File: config.mk
export PLATFORM = sky130hd
export DESIGN_NAME = quadrature_decoder
export DESIGN_NICKNAME = d
export VERILOG_FILES = /design/src/rtl/motor_pkg.sv /design/src/rtl/input_filter.sv /design/src/rtl/quadrature_decoder.sv
export SDC_FILE = /design/constraint.sdc
export NUM_CORES = 1
export LEC_CHECK = 0
export BUFFER_PORTS_ARGS = -buffer_cell sky130_fd_sc_hd__buf_4
export CAP_MARGIN = 40
export CORE_MARGIN = 3
export CORE_UTILIZATION = 40
export CTS_CLUSTER_DIAMETER = 50
export CTS_CLUSTER_SIZE = 10
export DETAILED_ROUTE_END_ITERATION = 10
export HOLD_SLACK_MARGIN = 0.06
export PLACE_DENSITY = 0.61
export SYNTH_ARGS = -nofsm -noshare
export SYNTH_HDL_FRONTEND = slang
export SYNTH_SLANG_ARGS = --single-unit
File: constraint.sdc
create_clock -name cclk -period 4.6 [get_ports cclk]
set_input_delay 0.46 -clock cclk [delete_from_list [all_inputs] [get_ports cclk]]
set_output_delay 0.46 -clock cclk [all_outputs]
set_load 0.01 [all_outputs]
File: src/rtl/motor_pkg.sv
// motor_pkg
//   Shared definitions for the quadrature decoder slice:
//     - DEFAULT_FILT_LEN : default glitch-filter length in cclk cycles
//     - Q00/Q10/Q11/Q01  : quadrature state encodings, written as {A,B}
//     - dec_state_t      : decoder FSM states
//     - move_t           : classification of one filtered {A,B} change
//     - fwd_next/classify: helpers that decode quadrature transitions
package motor_pkg;

    localparam int DEFAULT_FILT_LEN = 4;

    localparam logic [1:0] Q00 = 2'b00;
    localparam logic [1:0] Q10 = 2'b10;
    localparam logic [1:0] Q11 = 2'b11;
    localparam logic [1:0] Q01 = 2'b01;

    typedef enum logic {
        UNINIT,
        TRACK
    } dec_state_t;

    typedef enum logic [1:0] {
        MOVE_NONE,
        MOVE_FWD,
        MOVE_REV,
        MOVE_ILLEGAL
    } move_t;

    // Forward order is 00 -> 10 -> 11 -> 01 -> 00, i.e. A leads B.
    function automatic logic [1:0] fwd_next(input logic [1:0] q);
        logic [1:0] n;
        case (q)
            Q00:     n = Q10;
            Q10:     n = Q11;
            Q11:     n = Q01;
            default: n = Q00;
        endcase
        return n;
    endfunction

    // A one-step move forward or backward is legal; a change of both bits
    // at once cannot be attributed to a direction and is flagged illegal.
    function automatic move_t classify(input logic [1:0] prev, input logic [1:0] cur);
        move_t m;
        if (cur == prev)
            m = MOVE_NONE;
        else if (cur == fwd_next(prev))
            m = MOVE_FWD;
        else if (prev == fwd_next(cur))
            m = MOVE_REV;
        else
            m = MOVE_ILLEGAL;
        return m;
    endfunction

endpackage

File: src/rtl/input_filter.sv
// input_filter
//   Two-flop synchronizer followed by a glitch filter for one raw encoder
//   channel. The filtered value only follows the synchronized value after
//   the two have disagreed for FILT_LEN consecutive cclk cycles.
//
//   Ports:
//     cclk    in   system clock
//     rstb    in   synchronous active-low reset
//     raw     in   raw channel, asynchronous to cclk
//     filt    out  filtered, cclk-synchronous channel value
//     settled out  synchronizer primed, filter agrees with input, counter idle
module input_filter
    import motor_pkg::*;
#(
    parameter int FILT_LEN = DEFAULT_FILT_LEN
) (
    input  logic cclk,
    input  logic rstb,
    input  logic raw,
    output logic filt,
    output logic settled
);

    localparam logic [7:0] CNT_LAST = 8'(FILT_LEN - 1);

    logic       sync1;
    logic       sync2;
    logic [7:0] cnt;
    logic [1:0] primed;

    // primed marks when sync2 holds a real sample rather than its reset
    // value, so the decoder does not latch a stale 0 right after reset.
    always_ff @(posedge cclk) begin
        if (!rstb) begin
            sync1  <= 1'b0;
            sync2  <= 1'b0;
            filt   <= 1'b0;
            cnt    <= 8'd0;
            primed <= 2'b00;
        end else begin
            sync1  <= raw;
            sync2  <= sync1;
            primed <= {primed[0], 1'b1};
            if (sync2 == filt) begin
                cnt <= 8'd0;
            end else if (cnt == CNT_LAST) begin
                filt <= sync2;
                cnt  <= 8'd0;
            end else begin
                cnt <= cnt + 8'd1;
            end
        end
    end

    assign settled = primed[1] && (sync2 == filt) && (cnt == 8'd0);

endmodule

File: src/rtl/quadrature_decoder.sv
// quadrature_decoder
//   Decodes a two-channel quadrature encoder into step/direction pulses and
//   a signed position count, flags illegal double-bit jumps, and provides a
//   clean per-revolution tick derived from filtered channel A.
//
//   Ports:
//     cclk     in   system clock
//     rstb     in   synchronous active-low reset
//     a, b     in   raw encoder channels (asynchronous)
//     clr_pos  in   synchronous clear of pos (wins over a same-cycle step)
//     err_clr  in   synchronous clear of err (loses to a same-cycle error)
//     step     out  one-cycle pulse per legal transition
//     dir      out  direction of last legal transition, 1 = reverse
//     rev_tick out  one-cycle pulse on each filtered A rising edge
//     pos      out  POS_W-bit two's-complement position, wraps freely
//     err      out  sticky illegal-transition flag
module quadrature_decoder
    import motor_pkg::*;
#(
    parameter int FILT_LEN = DEFAULT_FILT_LEN,
    parameter int POS_W    = 16
) (
    input  logic             cclk,
    input  logic             rstb,
    input  logic             a,
    input  logic             b,
    input  logic             clr_pos,
    input  logic             err_clr,
    output logic             step,
    output logic             dir,
    output logic             rev_tick,
    output logic [POS_W-1:0] pos,
    output logic             err
);

    localparam logic [POS_W-1:0] POS_ONE = POS_W'(1);

    logic       a_f;
    logic       b_f;
    logic       a_settled;
    logic       b_settled;
    logic [1:0] cur;
    logic [1:0] prev_q;

    dec_state_t state_q;
    dec_state_t state_d;

    logic             step_d;
    logic             dir_d;
    logic             rev_d;
    logic [POS_W-1:0] pos_d;
    logic             err_d;
    logic [1:0]       prev_d;
    move_t            move;

    input_filter #(.FILT_LEN(FILT_LEN)) u_filt_a (
        .cclk    (cclk),
        .rstb    (rstb),
        .raw     (a),
        .filt    (a_f),
        .settled (a_settled)
    );

    input_filter #(.FILT_LEN(FILT_LEN)) u_filt_b (
        .cclk    (cclk),
        .rstb    (rstb),
        .raw     (b),
        .filt    (b_f),
        .settled (b_settled)
    );

    assign cur = {a_f, b_f};

    always_ff @(posedge cclk) begin
        if (!rstb)
            state_q <= UNINIT;
        else
            state_q <= state_d;
    end

    // Tracking starts only once both channels are settled, so the first
    // recorded quadrature state reflects the real encoder position.
    always_comb begin
        state_d = state_q;
        case (state_q)
            UNINIT:  if (a_settled && b_settled) state_d = TRACK;
            default: state_d = TRACK;
        endcase
    end

    // err_clr is applied before the illegal-move check so a coincident
    // error sets the flag; clr_pos is applied last so it beats a step.
    always_comb begin
        step_d = 1'b0;
        dir_d  = dir;
        rev_d  = 1'b0;
        pos_d  = pos;
        err_d  = err;
        prev_d = prev_q;
        move   = classify(prev_q, cur);

        if (err_clr)
            err_d = 1'b0;

        case (state_q)
            UNINIT: begin
                if (a_settled && b_settled)
                    prev_d = cur;
            end
            default: begin
                prev_d = cur;
                rev_d  = !prev_q[1] && cur[1];
                case (move)
                    MOVE_FWD: begin
                        step_d = 1'b1;
                        dir_d  = 1'b0;
                        pos_d  = pos + POS_ONE;
                    end
                    MOVE_REV: begin
                        step_d = 1'b1;
                        dir_d  = 1'b1;
                        pos_d  = pos - POS_ONE;
                    end
                    MOVE_ILLEGAL: err_d = 1'b1;
                    default: ;
                endcase
            end
        endcase

        if (clr_pos)
            pos_d = '0;
    end

    always_ff @(posedge cclk) begin
        if (!rstb) begin
            step     <= 1'b0;
            dir      <= 1'b0;
            rev_tick <= 1'b0;
            pos      <= '0;
            err      <= 1'b0;
            prev_q   <= Q00;
        end else begin
            step     <= step_d;
            dir      <= dir_d;
            rev_tick <= rev_d;
            pos      <= pos_d;
            err      <= err_d;
            prev_q   <= prev_d;
        end
    end

endmodule

==> results of run 1 <==
-- cell usage in the layout, fill, tap and decap left out, types with 3 or more instances in the layout --
cell type,Yosys,layout
sky130_fd_sc_hd__inv_1,13,13
sky130_fd_sc_hd__a21o_1,3,3
sky130_fd_sc_hd__nor2b_1,4,4
sky130_fd_sc_hd__nand2_1,36,36
sky130_fd_sc_hd__nand2b_1,4,4
sky130_fd_sc_hd__and3_1,6,6
sky130_fd_sc_hd__dfxtp_1,47,47
sky130_fd_sc_hd__clkbuf_8,0,5
sky130_fd_sc_hd__buf_4,0,26
sky130_fd_sc_hd__xnor2_1,10,10
sky130_fd_sc_hd__nor2_1,31,31
sky130_fd_sc_hd__a21oi_1,16,16
sky130_fd_sc_hd__a211o_1,3,3
sky130_fd_sc_hd__nand4_1,6,6
sky130_fd_sc_hd__and2_1,8,8
sky130_fd_sc_hd__ha_1,21,21
sky130_fd_sc_hd__xor2_1,14,14
sky130_fd_sc_hd__a31oi_1,4,4
sky130_fd_sc_hd__o21ai_1,3,3
sky130_fd_sc_hd__o21ai_0,4,4
sky130_fd_sc_hd__a21boi_0,4,4
sky130_fd_sc_hd__a21oi_2,3,3
sky130_fd_sc_hd__a211oi_1,3,3
sky130_fd_sc_hd__nand3_1,21,21
sky130_fd_sc_hd__o211ai_1,5,5
-- cell families after synthesis --
kind of cell    share of synthesized area
simple gates                        0.238
compound gates                      0.156
flops                               0.365
buf+inv                            0.0470
xor+xnor                           0.0815
fa+ha+maj                           0.110
mux                               0.00388
-- worst register-to-register path, delay by kind of cell (launching register included) --
kind | cells | cell delay, ns
buf+inv | 1 | 0.11
flops | 1 | 0.43
fa+ha+maj | 3 | 1.43
simple gates | 1 | 0.14
compound gates | 5 | 1.40
-- sequential cells by signal, indices dropped and copies added (netlist names), 2 cells and up --
register / count
u_filt_b.cnt: 8
u_filt_a.cnt: 8
u_filt_b.primed: 2
prev_q: 2
pos: 16
-- stage by stage --
| stage | worst slack (ns) | power, mW | instance area [sq um] | hold WS (ns) | util |
|---|---|---|---|---|---|
| detailed placement | 1.02 | 0.440 | 2800 | 0.419 | 0.459 |
| finish | 0.986 | 0.679 | 2890 | 0.365 | 0.474 |
| floorplan | 1.40 | 0.432 | 2580 | 0.412 | - |
| global placement | 1.08 | 0.440 | 2800 | 0.418 | 0.459 |
| CTS | 1.00 | 0.690 | 2890 | 0.357 | 0.474 |
| global route | 0.695 | 0.712 | 2890 | 0.372 | 0.474 |
-- area by class of cell --
type | count | area [sq um]
well taps | 75 | 93.8
clock inverters | 2 | 16.3
inverters | 14 | 52.6
flip-flops and latches | 47 | 941
fillers | 604 | 3210
repair buffers | 26 | 195
multi-input cells | 233 | 1520
clock buffers | 6 | 72.6
-- worst min path at each step --
stage,end,startpoint,slack (ns),cells after the start
after floorplan,u_filt_a.sync2,u_filt_a.sync1,0.41,1
after global placement,u_filt_b.primed[1],u_filt_b.primed[0],0.42,1
after global routing,u_filt_a.sync1,a,0.37,2
final,u_filt_a.sync1,a,0.37,2
after CTS,u_filt_b.sync1,b,0.36,2
after detailed placement,u_filt_b.primed[1],u_filt_b.primed[0],0.42,1
-- where the power goes --
| part | switching (mW) | total [mW] | internal, mW |
|---|---|---|---|
| Clock | 0.140 | 0.250 | 0.109 |
| Sequential | 0.00249 | 0.413 | 0.410 |
| Combinational | 0.00921 | 0.0171 | 0.00789 |
-- layer usage --
metal | GRT usage | part of all wire | up-vias
li1 | - | - | 1108
met5 | 0 | 0 | -
met4 | 0.0411 | 0.0087 | 0
met3 | 0.0276 | 0.052 | 4
met2 | 0.218 | 0.42 | 44
met1 | 0.207 | 0.52 | 934
==> impl_summary.md, run 1 <==
Run status
The run finished with clean final reports.

Floorplan
The initial utilization of the core area, before any placement, comes to 0.423. During I/O placement, the number of pins put on the boundary was 26. The number of placement rows is 28. Measured along the x axis, the die boundary spans 86.3 microns.

The standard cell core area is 0.00610 sq mm. The area of the die is 0.00745 sq mm. The die is 86.3 microns tall.

Critical path
The worst setup path is captured at a flop. The worst setup path is of the flop to flop kind. The capturing point of the worst reg2reg path is pos[13]. The buffers plus inverters on the worst setup path is 1. The most numerous cell type found on the critical path is sky130_fd_sc_hd__ha_1. The slowest stage of the critical path is the sky130_fd_sc_hd__ha_1 cell. The startpoint identified for the worst register-to-register timing path is u_filt_a.filt. The family with the most delay on the worst path is adder cells. The worst setup path endpoint is pos[13].

The required arrival time at the worst endpoint is 4.79 ns. The setup slack of the most critical reg-to-reg path is 0.99 ns. The critical path goes through ha_1 > and2_1 > a21oi_1 > ha_1 > ha_1 > a21oi_1 > clkinv_1 > a211o_1 > a31o_1 > a221o_1. The total number of cells along the worst setup path is 10.

The worst setup path is launched from a flop. Data on the critical path arrives at its endpoint at 3.80 ns. The startpoint of the worst setup timing path is u_filt_a.filt. The worst register-to-register path has a depth of 10. Of all nets on the critical path, the largest fanout is 20. The stage delay of the slowest cell on the critical path is 0.72 ns.

Detailed routing
The iteration count of the initial detailed-routing pass is 4. After detailed routing, the average wire length per cell comes to 12.6 microns. After detailed routing, the number of remaining DRC violations is 0. The final layout contains routed wiring with a total length of 5.08 mm. The detailed-route via count is 2,090. In this run, the number of DRC markers left after iteration 0 of detailed routing was 136. The count of nets left with antenna violations after detail routing is 0. After detailed routing, the number of vias per cell comes to 5.19.

GRT
The overall track demand over capacity in global routing is 0.143. The initial antenna violation count is 0. The number of global-route vias before repair is 1,881. The total global routing overflow is 0. The first global-routing pass estimated 8.73 mm of wire.

Entering global routing, the biggest net connects 21 pins.

Synth
The synthesized cell area is 0.00258 sq mm. The biggest area contributor in the post-synthesis netlist is sky130_fd_sc_hd__dfxtp_1. The most used flip-flop cell after synthesis is sky130_fd_sc_hd__dfxtp_1.

The share of the Yosys chip area taken by registers is 0.365. In this run, synthesis produced a sequential element count of 47. The count of distinct cell types in the synthesized netlist is 46.

The mean cell area of the mapped netlist is 8.43 sq um. The gate count of the mapped netlist is 306. The net count after synthesis is 334.

The most frequently used cell type in the post-synthesis netlist is sky130_fd_sc_hd__dfxtp_1. For this run, the number of Yosys warnings is 0. Ranked by total cell area, the synthesized netlist is headed by sky130_fd_sc_hd__dfxtp_1 (36%), sky130_fd_sc_hd__ha_1 (10%), sky130_fd_sc_hd__nand2_1 (5.2%).

In this run, synthesis inferred 0 flip-flops with an integrated enable. By count the netlist is led by sky130_fd_sc_hd__dfxtp_1 (47), sky130_fd_sc_hd__nand2_1 (36), sky130_fd_sc_hd__nor2_1 (31), sky130_fd_sc_hd__ha_1 (21), sky130_fd_sc_hd__nand3_1 (21). The fraction of registers with async set/reset is 0. The top-area cell type share of the netlist area is 0.365.

STA
In the finished design, the share of the clock period the worst path needs comes to 0.786. In this run the tightest slew margin relative to its limit is 0.464. On the final layout, the worst clock skew is 0.00654 ns. The final hold violation count came to 0. Setup repair after global routing left no endpoint under its margin. Setup violations remaining at the end of the flow were counted as 0.

The transition time at the pin with the least slew margin is 0.805 ns. Derived from the worst setup path, the maximum achievable clock frequency is 277 MHz. For the final routed database, the setup TNS stands at 0 ns. The number of pins exceeding their max-slew limit in the final report is 0. The smallest clock period supported by the final layout is computed as 3.61 ns.

Final layout
The number of cells in the finished layout apart from fillers is 403. Relative to the synthesized area, the layout overhead comes to 12.0%. The net count reported at finish is 355. The fraction of layout cells with a size suffix above 1 is 0.128.

The repair_antennas step left the layout with diodes totalling 0.

Clocking
The H-tree was split into 2 levels. The deepest clock path buffer count is 2. The clock transition time at the flip-flop clock pins of the worst setup and hold paths is 0.09 ns. The clock network latency to the later pin of the worst-skew pair is 0.29 ns.

The CTS root buffer is sky130_fd_sc_hd__clkbuf_8. The count of hold buffers inserted by post-cts repair is 0. Post-CTS timing repair inserted 0 buffers for setup.

The CTS sink count is 47. Clock tree synthesis inserted a total of 5 buffers. In this run, post-CTS repair resized a total of 0 instances. The CTS tree is built.

Min path
In this run the worst hold path is classified as primary input to flop.

Power and ir drop
The power per cell area is 235 mW/mm^2. The worst-case IR drop observed on VDD is 0.164 mV. The total leakage power is 1.19 nW.

Place
In this run the tool buffered the top-level ports with 25 buffer cells. The HPWL after detailed placement is 3.75 mm. Once placement completed, the tool counted placed cells totaling 395. At the end of routability-driven placement, the weighted congestion stood at 0.868.

Run
Across the run, the number of max-cap violations was 0.
Power figures use the tool's default switching activity.
==> inputs of run 2 (changes only) <==
--- a/config.mk
+++ b/config.mk
@@ -13,7 +13,7 @@
 export CTS_CLUSTER_SIZE = 10
 export DETAILED_ROUTE_END_ITERATION = 10
 export HOLD_SLACK_MARGIN = 0.06
-export PLACE_DENSITY = 0.61
+export PLACE_DENSITY = 0.63
 export SYNTH_ARGS = -nofsm -noshare
 export SYNTH_HDL_FRONTEND = slang
 export SYNTH_SLANG_ARGS = --single-unit
==> constraint.sdc (replaced) <==
create_clock -name cclk -period 2.9 [get_ports cclk]
set_input_delay 0.29 -clock cclk [delete_from_list [all_inputs] [get_ports cclk]]
set_output_delay 0.29 -clock cclk [all_outputs]
set_load 0.01 [all_outputs]
==> impl_summary.md, run 2 (same netlist as run 1, synthesis figures left out) <==
Critical path
The worst setup path is launched from a flop. The largest fanout on the critical path is 5 (-75%). The setup slack of the most critical reg-to-reg path is -0.02 ns (-1.00 ns). The worst path arrival time is 3.13 ns (-0.67 ns). In this run the critical register-to-register path is captured at pos[13]. The worst-case reg-to-reg path depth is 13 (+3). The required arrival time at the worst endpoint is 3.12 ns (-1.67 ns). The worst register-to-register path begins at prev_q[1]. The critical path capture point type is a flop. The worst setup path is of the flop to flop kind.

Detailed routing
The count of unresolved DRC violations after routing is 0 (unchanged). The DRC marker count from the first detailed-route iteration is 138 (+1.5%). The via-per-instance ratio is 5.12 (-1.2%). The detailed-route via count is 2,270 (+8.6%).

The total wire length was 6.24 mm (+23%). The iteration count of the initial detailed-routing pass is 4 (unchanged). The count of nets left with antenna violations after detail routing is 0 (unchanged). The detail-routed net length per standard cell is 14.1 microns (+12%).

STA
The post-route minimum period is 2.92 ns (-0.696 ns). The final worst hold slack came to 0.173 ns (-0.193 ns). The smallest setup slack after layout is -0.0180 ns (-1.00 ns). The number of failing setup endpoints in the final timing report is 1 (+1).

The top achievable clock speed is 343 MHz (+24%). The transition time at the pin with the least slew margin was 0.646 ns (-0.158 ns). The normalized max-slew margin is 0.567 (+0.104). The final hold violation count came to 0 (unchanged). The number of pins exceeding their max-slew limit in the final report is 0 (unchanged). The total negative slack for setup checks is -0.0180 ns (-0.0180 ns).

Setup repair after global routing could not meet its margin everywhere. The fraction of the cycle the final worst path needs is 1.01 (+0.221). The post-route clock skew is 0.00663 ns (+0.0000849 ns).

Final layout
The final antenna diode count came to 0 (unchanged). The net count reported at finish is 395 (+11%). The area growth from synthesis to layout is 36.6%. The largest registers in the layout are pos: 16 flops, u_filt_a.cnt: 8 flops, u_filt_b.cnt: 8 flops.

The register ranked first by flip-flop count is pos. The flip-flop count of the largest register after layout is 16 (unchanged). The count of fill cells added during filler insertion is 560 (-7.3%).

The library cell used most frequently in the layout, excluding fill and tap cells, is sky130_fd_sc_hd__buf_4. The library cells used most frequently in the layout, excluding fill and tap cells, are sky130_fd_sc_hd__buf_4 (61), sky130_fd_sc_hd__dfxtp_1 (44), sky130_fd_sc_hd__nand2_1 (35), sky130_fd_sc_hd__nor2_1 (31), sky130_fd_sc_hd__nand3_1 (21). The fraction of layout cells with a size suffix above 1 is 0.321 (+0.193). The total non-filler cell area in the finished layout is 0.00352 sq mm (+22%).

Clocking
The number of buffers created by CTS is 5 (unchanged). The clock network latency to the later pin of the worst-skew pair is 0.31 ns (+0.02 ns). CTS placed an instance of sky130_fd_sc_hd__clkbuf_8 at the clock tree root. The CTS sink count came to 47 (unchanged). The deepest level of the CTS H-tree is 2 (unchanged). The deepest clock path buffer count is 2 (unchanged). The clock transition time at the flip-flop clock pins of the worst setup and hold paths came to 0.10 ns (about the same).

The count of hold buffers inserted by post-cts repair is 0 (unchanged). The CTS tree is built.

Place
The cell area reported after detailed placement was 0.00309 sq mm (+11%). The worst slack after detailed placement is -0.0799 ns (-1.10 ns). The placer congestion estimate is 0.846 (-2.6%). The post-detailed-placement half-perimeter wirelength is 4.02 mm (+7.2%). The quantity of I/O buffers inserted on ports was 25 (unchanged).

Min path
For hold timing, the worst endpoint is u_filt_b.sync1. The startpoint identified for the worst hold timing path is b. The min-delay analysis places its worst path in the category primary input to flop. The instance count along the most critical hold path is 2 (unchanged).

Floorplan
The die height was 86.3 microns (unchanged). The boundary pin count is 26 (unchanged). The area of the die was 0.00745 sq mm (unchanged). The chip width is 86.3 microns (unchanged). The standard cell core area is 0.00610 sq mm (unchanged). The number of placement rows came to 28 (unchanged). The initial core utilization was 0.423 (unchanged).

Power and ir drop
The total leakage power came to 1.39 nW (+17%). The worst supply voltage drop on vdd is 0.204 mV (+25%). The power per cell area was 319 mW/mm^2 (+36%).

GRT
The total global routing overflow is 0 (unchanged). The number of global-route vias before repair is 2,220 (+18%). The wire length of the first global-routing pass was 10.5 mm (+20%). The maximum number of pins on one net before global-route repair came to 19 (-9.5%). The overall track demand over capacity in global routing was 0.175 (+0.0314). The initial antenna violation count was 0 (unchanged).

Run status
The final reports fail on negative setup slack. The run finished, with violations left.

Run
The max-cap check violation count is 0 (unchanged).
==> run 2: cell types whose count changed in the layout (fill, tap and decap cells not counted), moves of 2 or more <==
cell	previous run	this run
sky130_fd_sc_hd__buf_4	26	61
sky130_fd_sc_hd__ha_1	21	6
sky130_fd_sc_hd__ha_4	0	12
sky130_fd_sc_hd__a31oi_1	4	0
sky130_fd_sc_hd__a31oi_2	0	3
sky130_fd_sc_hd__buf_6	0	3
sky130_fd_sc_hd__dfxtp_1	47	44
sky130_fd_sc_hd__ha_2	0	3
sky130_fd_sc_hd__a21oi_1	16	14
sky130_fd_sc_hd__a21oi_4	0	2
sky130_fd_sc_hd__dfxtp_2	0	2
sky130_fd_sc_hd__o21ai_0	4	2
sky130_fd_sc_hd__o21ai_1	3	5
==> run 2: worst max path at each step <==
| stage | start | end | slack, ns | cells after the start |
|---|---|---|---|---|
| 2_1_floorplan | prev_q[1] | pos[13] | 0.002 | 13 |
| 3_3_place_gp | prev_q[1] | pos[14] | -0.07 | 12 |
| 3_5_place_dp | prev_q[1] | pos[14] | -0.08 | 12 |
| 4_1_cts | prev_q[1] | pos[13] | 0.01 | 13 |
| 5_1_grt | u_filt_a.filt | pos[13] | -0.11 | 13 |
| 6_report | prev_q[1] | pos[13] | -0.02 | 13 |
==> run 2: what timing repair did <==
item                       CTS  global route
gates resized for setup     24            15
setup buffers                6             4
pin swaps                   16            13
gates cloned                 1             0
setup endpoints to repair    4            10
==> run 2: routing by layer <==
metal,wire [microns],share of wire,global-route usage,vias up
li1,-,-,-,1184
met1,3000,0.48,0.236,1027
met2,2850,0.46,0.278,44
met3,232,0.037,0.0285,15
met4,160,0.026,0.0722,0
met5,0,0,0,-
==> run 2: area by class of cell <==
type | count | area [sq um] | area share
multi-input combinational | 233 | 1790 | 0.509
inverter | 14 | 52.6 | 0.0149
tap | 75 | 93.8 | 0.0266
clock buffer | 5 | 68.8 | 0.0195
sequential | 47 | 947 | 0.269
timing repair buffer | 66 | 539 | 0.153
clock inverter | 3 | 28.8 | 0.00816
==> run 2: through the flow <==
stage / power, mW / util / cells
finish: 1.13 / 0.578 / 443
global route: 1.18 / 0.578 / 443
CTS: 1.15 / 0.561 / 439
detailed placement: 0.697 / 0.508 / 424
global placement: 0.697 / 0.508 / 424
floorplan: 0.686 / - / 306
==> run 2: critical path: stages (launching register included) <==
cell and delay (ns):
sky130_fd_sc_hd__dfxtp_2 0.34, sky130_fd_sc_hd__inv_2 0.07, sky130_fd_sc_hd__ha_4 0.20, sky130_fd_sc_hd__and2_4 0.14, sky130_fd_sc_hd__or2_4 0.26, sky130_fd_sc_hd__ha_4 0.20, sky130_fd_sc_hd__buf_16 0.15, sky130_fd_sc_hd__ha_4 0.26
sky130_fd_sc_hd__a21oi_2 0.15, sky130_fd_sc_hd__o21ai_2 0.08, sky130_fd_sc_hd__nor2b_2 0.16, sky130_fd_sc_hd__a211o_1 0.31, sky130_fd_sc_hd__a31o_1 0.19, sky130_fd_sc_hd__a221o_1 0.30
==> run 2: report_power, final <==
group          switching [mW]  total (mW)  internal (mW)
Sequential            0.00386       0.654          0.650
Combinational          0.0145      0.0272         0.0127
Clock                   0.262       0.444          0.182
